File: config.mk
export PLATFORM = sky130hd
export DESIGN_NAME = cm_sweep_ctrl
export DESIGN_NICKNAME = d
export VERILOG_FILES = /design/src/rtl/cm_sweep_ctrl.sv
export SDC_FILE = /design/constraint.sdc
export NUM_CORES = 1
export LEC_CHECK = 0
export BUFFER_PORTS_ARGS = -buffer_cell sky130_fd_sc_hd__buf_2
export CORE_MARGIN = 2
export CORE_UTILIZATION = 58
export CTS_CLUSTER_SIZE = 30
export DETAILED_ROUTE_END_ITERATION = 7
export GPL_TIMING_DRIVEN = 1
export HOLD_SLACK_MARGIN = 0.05
export PLACE_DENSITY = 0.83
export SKIP_LAST_GASP = 1
export SLEW_MARGIN = 0
export SYNTH_ARGS = -nofsm -noshare
export SYNTH_HDL_FRONTEND = slang
export SYNTH_SLANG_ARGS = --single-unit
File: constraint.sdc
create_clock -name clk -period 3.5 [get_ports clk]
set_clock_uncertainty 0.05 [all_clocks]
set_input_delay 0.175 -clock clk [delete_from_list [all_inputs] [get_ports clk]]
set_output_delay 0.175 -clock clk [all_outputs]
set_load 0.02 [all_outputs]
File: src/rtl/cm_sweep_ctrl.sv
// -----------------------------------------------------------------------------
// cm_sweep_ctrl
//
// Exhaustive truth-table sweeper for a 3-input combinational block ("Cm").
// On start it walks {A,B,C} through 000..111. Each vector is held for SETTLE
// cycles, and the response on cm_out is captured into resp_table at the end
// of that hold. When the sweep finishes, done pulses for one cycle and pass
// reports whether the captured table matches EXPECTED.
//
// Parameters
//   SETTLE    cycles each vector is held before sampling (1..15)
//   EXPECTED  golden truth table; bit i = expected cm_out for {A,B,C}=i
//
// Ports
//   clk         rising-edge clock
//   rst         asynchronous active-high reset
//   start       begin a full sweep (honoured only when idle)
//   abort       cancel the running sweep (honoured only while busy)
//   cm_out      response of the datapath under test
//   A, B, C     registered stimulus (A is the MSB of the vector index)
//   busy        sweep in progress
//   done        one-cycle pulse at sweep completion
//   resp_table  captured responses; bit i = cm_out for vector i
//               ("table" is a reserved word, hence the name)
//   pass        resp_table == EXPECTED; valid from done until the next start
// -----------------------------------------------------------------------------
module cm_sweep_ctrl #(
    parameter int unsigned SETTLE   = 1,
    parameter logic [7:0]  EXPECTED = 8'hD0
) (
    input  logic       clk,
    input  logic       rst,
    input  logic       start,
    input  logic       abort,
    input  logic       cm_out,
    output logic       A,
    output logic       B,
    output logic       C,
    output logic       busy,
    output logic       done,
    output logic [7:0] resp_table,
    output logic       pass
);

    typedef enum logic [1:0] {
        IDLE = 2'd0,
        RUN  = 2'd1,
        DONE = 2'd2
    } state_t;

    localparam logic [3:0] CNT_LAST = 4'(SETTLE - 1);

    state_t     state, state_nxt;
    logic [2:0] idx,   idx_nxt;
    logic [3:0] cnt,   cnt_nxt;
    logic [7:0] tbl_nxt;
    logic       pass_nxt;

    // idx is a register and is forced to 0 whenever the FSM is outside RUN.
    // It therefore serves directly as the registered stimulus.
    assign {A, B, C} = idx;
    assign busy      = (state == RUN);
    assign done      = (state == DONE);

    // NOTE: sequential state uses non-blocking (<=) so every register samples
    // the pre-edge values of its peers; blocking here would create ordering races.
    always_ff @(posedge clk or posedge rst) begin
        if (rst) begin
            state      <= IDLE;
            idx        <= 3'd0;
            cnt        <= 4'd0;
            resp_table <= 8'h00;
            pass       <= 1'b0;
        end else begin
            state      <= state_nxt;
            idx        <= idx_nxt;
            cnt        <= cnt_nxt;
            resp_table <= tbl_nxt;
            pass       <= pass_nxt;
        end
    end

    always_comb begin
        // NOTE: every output of this block is given a hold value first, so no
        // path through the case statement can leave one unassigned (no latches).
        state_nxt = state;
        idx_nxt   = idx;
        cnt_nxt   = cnt;
        tbl_nxt   = resp_table;
        pass_nxt  = pass;

        case (state)
            IDLE: begin
                if (start) begin
                    state_nxt = RUN;
                    idx_nxt   = 3'd0;
                    cnt_nxt   = 4'd0;
                    tbl_nxt   = 8'h00;
                    pass_nxt  = 1'b0;
                end
            end

            RUN: begin
                if (abort) begin
                    // Abort overrides a capture due on the same edge. Bits
                    // already captured stay in resp_table.
                    state_nxt = IDLE;
                    idx_nxt   = 3'd0;
                    cnt_nxt   = 4'd0;
                    pass_nxt  = 1'b0;
                end else if (cnt == CNT_LAST) begin
                    tbl_nxt[idx] = cm_out;
                    cnt_nxt      = 4'd0;
                    idx_nxt      = idx + 3'd1;   // 7 wraps to 0, restoring ABC=000
                    if (idx == 3'd7) begin
                        state_nxt = DONE;
                        // Compare against the table that includes this last capture.
                        pass_nxt  = (tbl_nxt == EXPECTED);
                    end
                end else begin
                    cnt_nxt = cnt + 4'd1;
                end
            end

            DONE: state_nxt = IDLE;

            default: begin
                state_nxt = IDLE;
                idx_nxt   = 3'd0;
                cnt_nxt   = 4'd0;
            end
        endcase
    end

endmodule

==> out/metrics.yaml <==
critPathBufInv: 1
fillers: 151
whs_ps: 173
clock_power_share: 0.231
fp.dieH_um: 47.8
cp-end-kind: "flip-flop"
min_period_ps: 1830
crit_chain: "inv_1, ha_1, nor3b_2, and2_1, and4b_1, a31o_1"
vdd_drop_max_mv: 0.323
worstPathMaxFanout: 8
netlist_instances: 120
fin_area_sq_um: 1240
synth-seq-area-share: 0.405
first_iter_violations: 53
max_slew_margin: 0.535
synth.area.mux_share: 0.0281
clkTransAtPathRegs_ps: 100
cts_inserted_buffers: 3
synth_cell_types: 41
post-cts-setup-buffer-count: 0
dp.cells: 158
drive_gt1_frac: 0.182
syn_nets: 129
p_leak_nw: 0.596
tns_ps: 0
wl_per_cell_um: 14.9
p_sw_frac: 0.331
grt_max_degree: 20
final_nets: 148
p_int_w: 0.000301
rsz0062_at_grt: "false"
grt.total_usage: 0.240
worstPathArrival_ps: 2020
synth_seq_cells: 18
grt_pass1_wl_um: 3820
io_pins: 19
route.detailed.drc: 0
vias: 974
cts.sinks: 18
cts_tree: "built"
diodes: 0
power_density_nw_per_um2: 363
yosys.area_share.simple: 0.222
htree_levels: 1
status: "complete, no violations"
portBuffers: 18
cts.repair.resized: 0
chipWidth_um: 47.8
syn_avg_cell_area_sq_um: 9.27
setup_viol: 0
placed_cell_area_sq_um: 1210
switchingPower_w: 0.000149
synth_top_family_by_area: "compound AO/OA/AOI/OAI gates"
root_buffer: "clkbuf_4"
final_max_slew_viol_count: 0
initial_core_util: 0.630
dp_hpwl_um: 1750
ys_warn_count: 0
synth_compound_area_frac: 0.244
hold_path_class: "input port to flip-flop"
postRouteAntennaNets: 0
grt_pass1_vias: 912
synthAdderAreaFrac: 0.0450
final_cell_mix: "18 x dfrtp_1, 18 x buf_2, 10 x inv_1"
power_frac_comb: 0.241
max_freq_ghz: 0.547
clockBufferDepth: 2
routabilityCongestion: 0.842
stdcell_count: 162
area_delta_synth_final_pct: 11.6
clock_latency_ps: 290
worst-slew-pin-transition_ps: 697
rows: 15
firstDrtPassIters: 4
seqPwrFrac: 0.527
cp-start-kind: "flip-flop"
cp_top_family: "simple AND/OR/NAND/NOR gates"
critPathMaxStageDelay_ps: 430
min_period_over_period: 0.522
routed_wirelength_um: 2420
syn-cell-area_sq_um: 1110
antenna_found_initial: 0
critical_path_class: "flip-flop to flip-flop"
synth_xor_area_frac: 0
required_ps: 3690
max-cap-violations: 0
core_sq_um: 1760
die-area_sq_um: 2280
cp_slowest_cell: "dfrtp_1"
overflow: 0
hold_viol: 0
vias_per_cell: 6.01
==> per-layer routing <==
layer	vias to the layer above	GRT usage	share of wire
met4	0	0.130	0.017
met5	-	0	0
li1	474	-	-
met1	477	0.301	0.45
met2	18	0.403	0.51
met3	5	0.0264	0.026
==> layout make-up <==
type                            instances  area (sq um)  share of cell area
Clock buffer                            3          22.5              0.0181
Inverter                               10          37.5              0.0302
Multi-Input combinational cell         87           599               0.483
Sequential cell                        18           450               0.363
Tap cell                               25          31.3              0.0252
Timing Repair Buffer                   19           100              0.0806
==> synth_stat cells (all sizes together) <==
cell / n / area share
a21o: 1 / 0.0068
o211ai: 2 / 0.013
a2bb2oi: 2 / 0.016
and2: 1 / 0.0056
o2111ai: 1 / 0.0079
o21ai: 9 / 0.040
a32oi: 2 / 0.016
nor3: 1 / 0.0045
o2bb2ai: 1 / 0.0079
nor4b: 1 / 0.0079
or3b: 1 / 0.0079
nand3b: 1 / 0.0068
mux2i: 2 / 0.018
nand4: 2 / 0.011
dfrtp: 18 / 0.40
a31o: 1 / 0.0079
nand2: 7 / 0.024
a211o: 1 / 0.0079
nor2: 7 / 0.024
a22o: 5 / 0.039
and3: 1 / 0.0056
buf: 3 / 0.016
a211oi: 1 / 0.0068
or2: 1 / 0.0056
inv: 10 / 0.034
o21bai: 1 / 0.0068
nor2b: 7 / 0.039
a31oi: 1 / 0.0056
clkbuf: 2 / 0.0068
and4b: 1 / 0.0090
nand2b: 4 / 0.022
nand3: 3 / 0.013
nor3b: 3 / 0.035
mux2: 1 / 0.010
a21oi: 6 / 0.027
ha: 4 / 0.045
a32o: 2 / 0.018
o22ai: 3 / 0.017
==> power groups by stage <==
stage | Clock, W | Combinational, W | Sequential (W)
6_report | 0.000104 | 0.000109 | 0.000237
5_1_grt | 0.000112 | 0.000119 | 0.000241
4_1_cts | 0.000105 | 0.000108 | 0.000237
3_5_place_dp | 0 | 0.000107 | 0.000241
3_3_place_gp | 0 | 0.000104 | 0.000241
2_1_floorplan | 0 | 0.0000788 | 0.000241
==> final timing paths <==
check / startpoint / end / slack [ps] / depth (start not counted)
setup / recovery: cnt[0] / pass / 1670 / 6
setup reg to reg: cnt[0] / pass / 1670 / 6
max in group asynchronous: rst / state[1] / 2480 / 3
min in group asynchronous: rst / state[0] / 480 / 3
hold reg to reg: resp_table[3] / resp_table[3] / 480 / 1
hold / removal: abort / state[0] / 170 / 3
==> flip-flops by register name, summed over array words and instances (netlist names) <==
name	count
resp_table	8
cnt	4
idx	3
state	2
pass	1
==> metrics by stage <==
step / total power, W / setup slack, ps / util
finish: 0.000450 / 1670 / 0.704
global placement: 0.000345 / 1770 / 0.685
detailed placement: 0.000348 / 1710 / 0.685
global route: 0.000471 / 1500 / 0.704
CTS: 0.000451 / 1680 / 0.704
floorplan: 0.000320 / 1900 / -
==> kinds of logic after synthesis <==
logic type | after synthesis
DFF | 18
AOI/OAI and AO/OA | 39
muxes | 3
buffers and inverters | 15
adders and majority gates | 4
and+or+nand+nor | 41
==> worst min-delay path: stages <==
cell and delay, ps:
buf_2 110, a211o_1 120, a21oi_1 70
==> timing repair <==
| item | in CTS | in global routing |
|---|---|---|
| endpoints found under the hold margin | 18 | 0 |
| setup endpoints to repair | 0 | 0 |
| hold buffers | 1 | 0 |
Note: power is estimated with default switching activity, not from simulation.
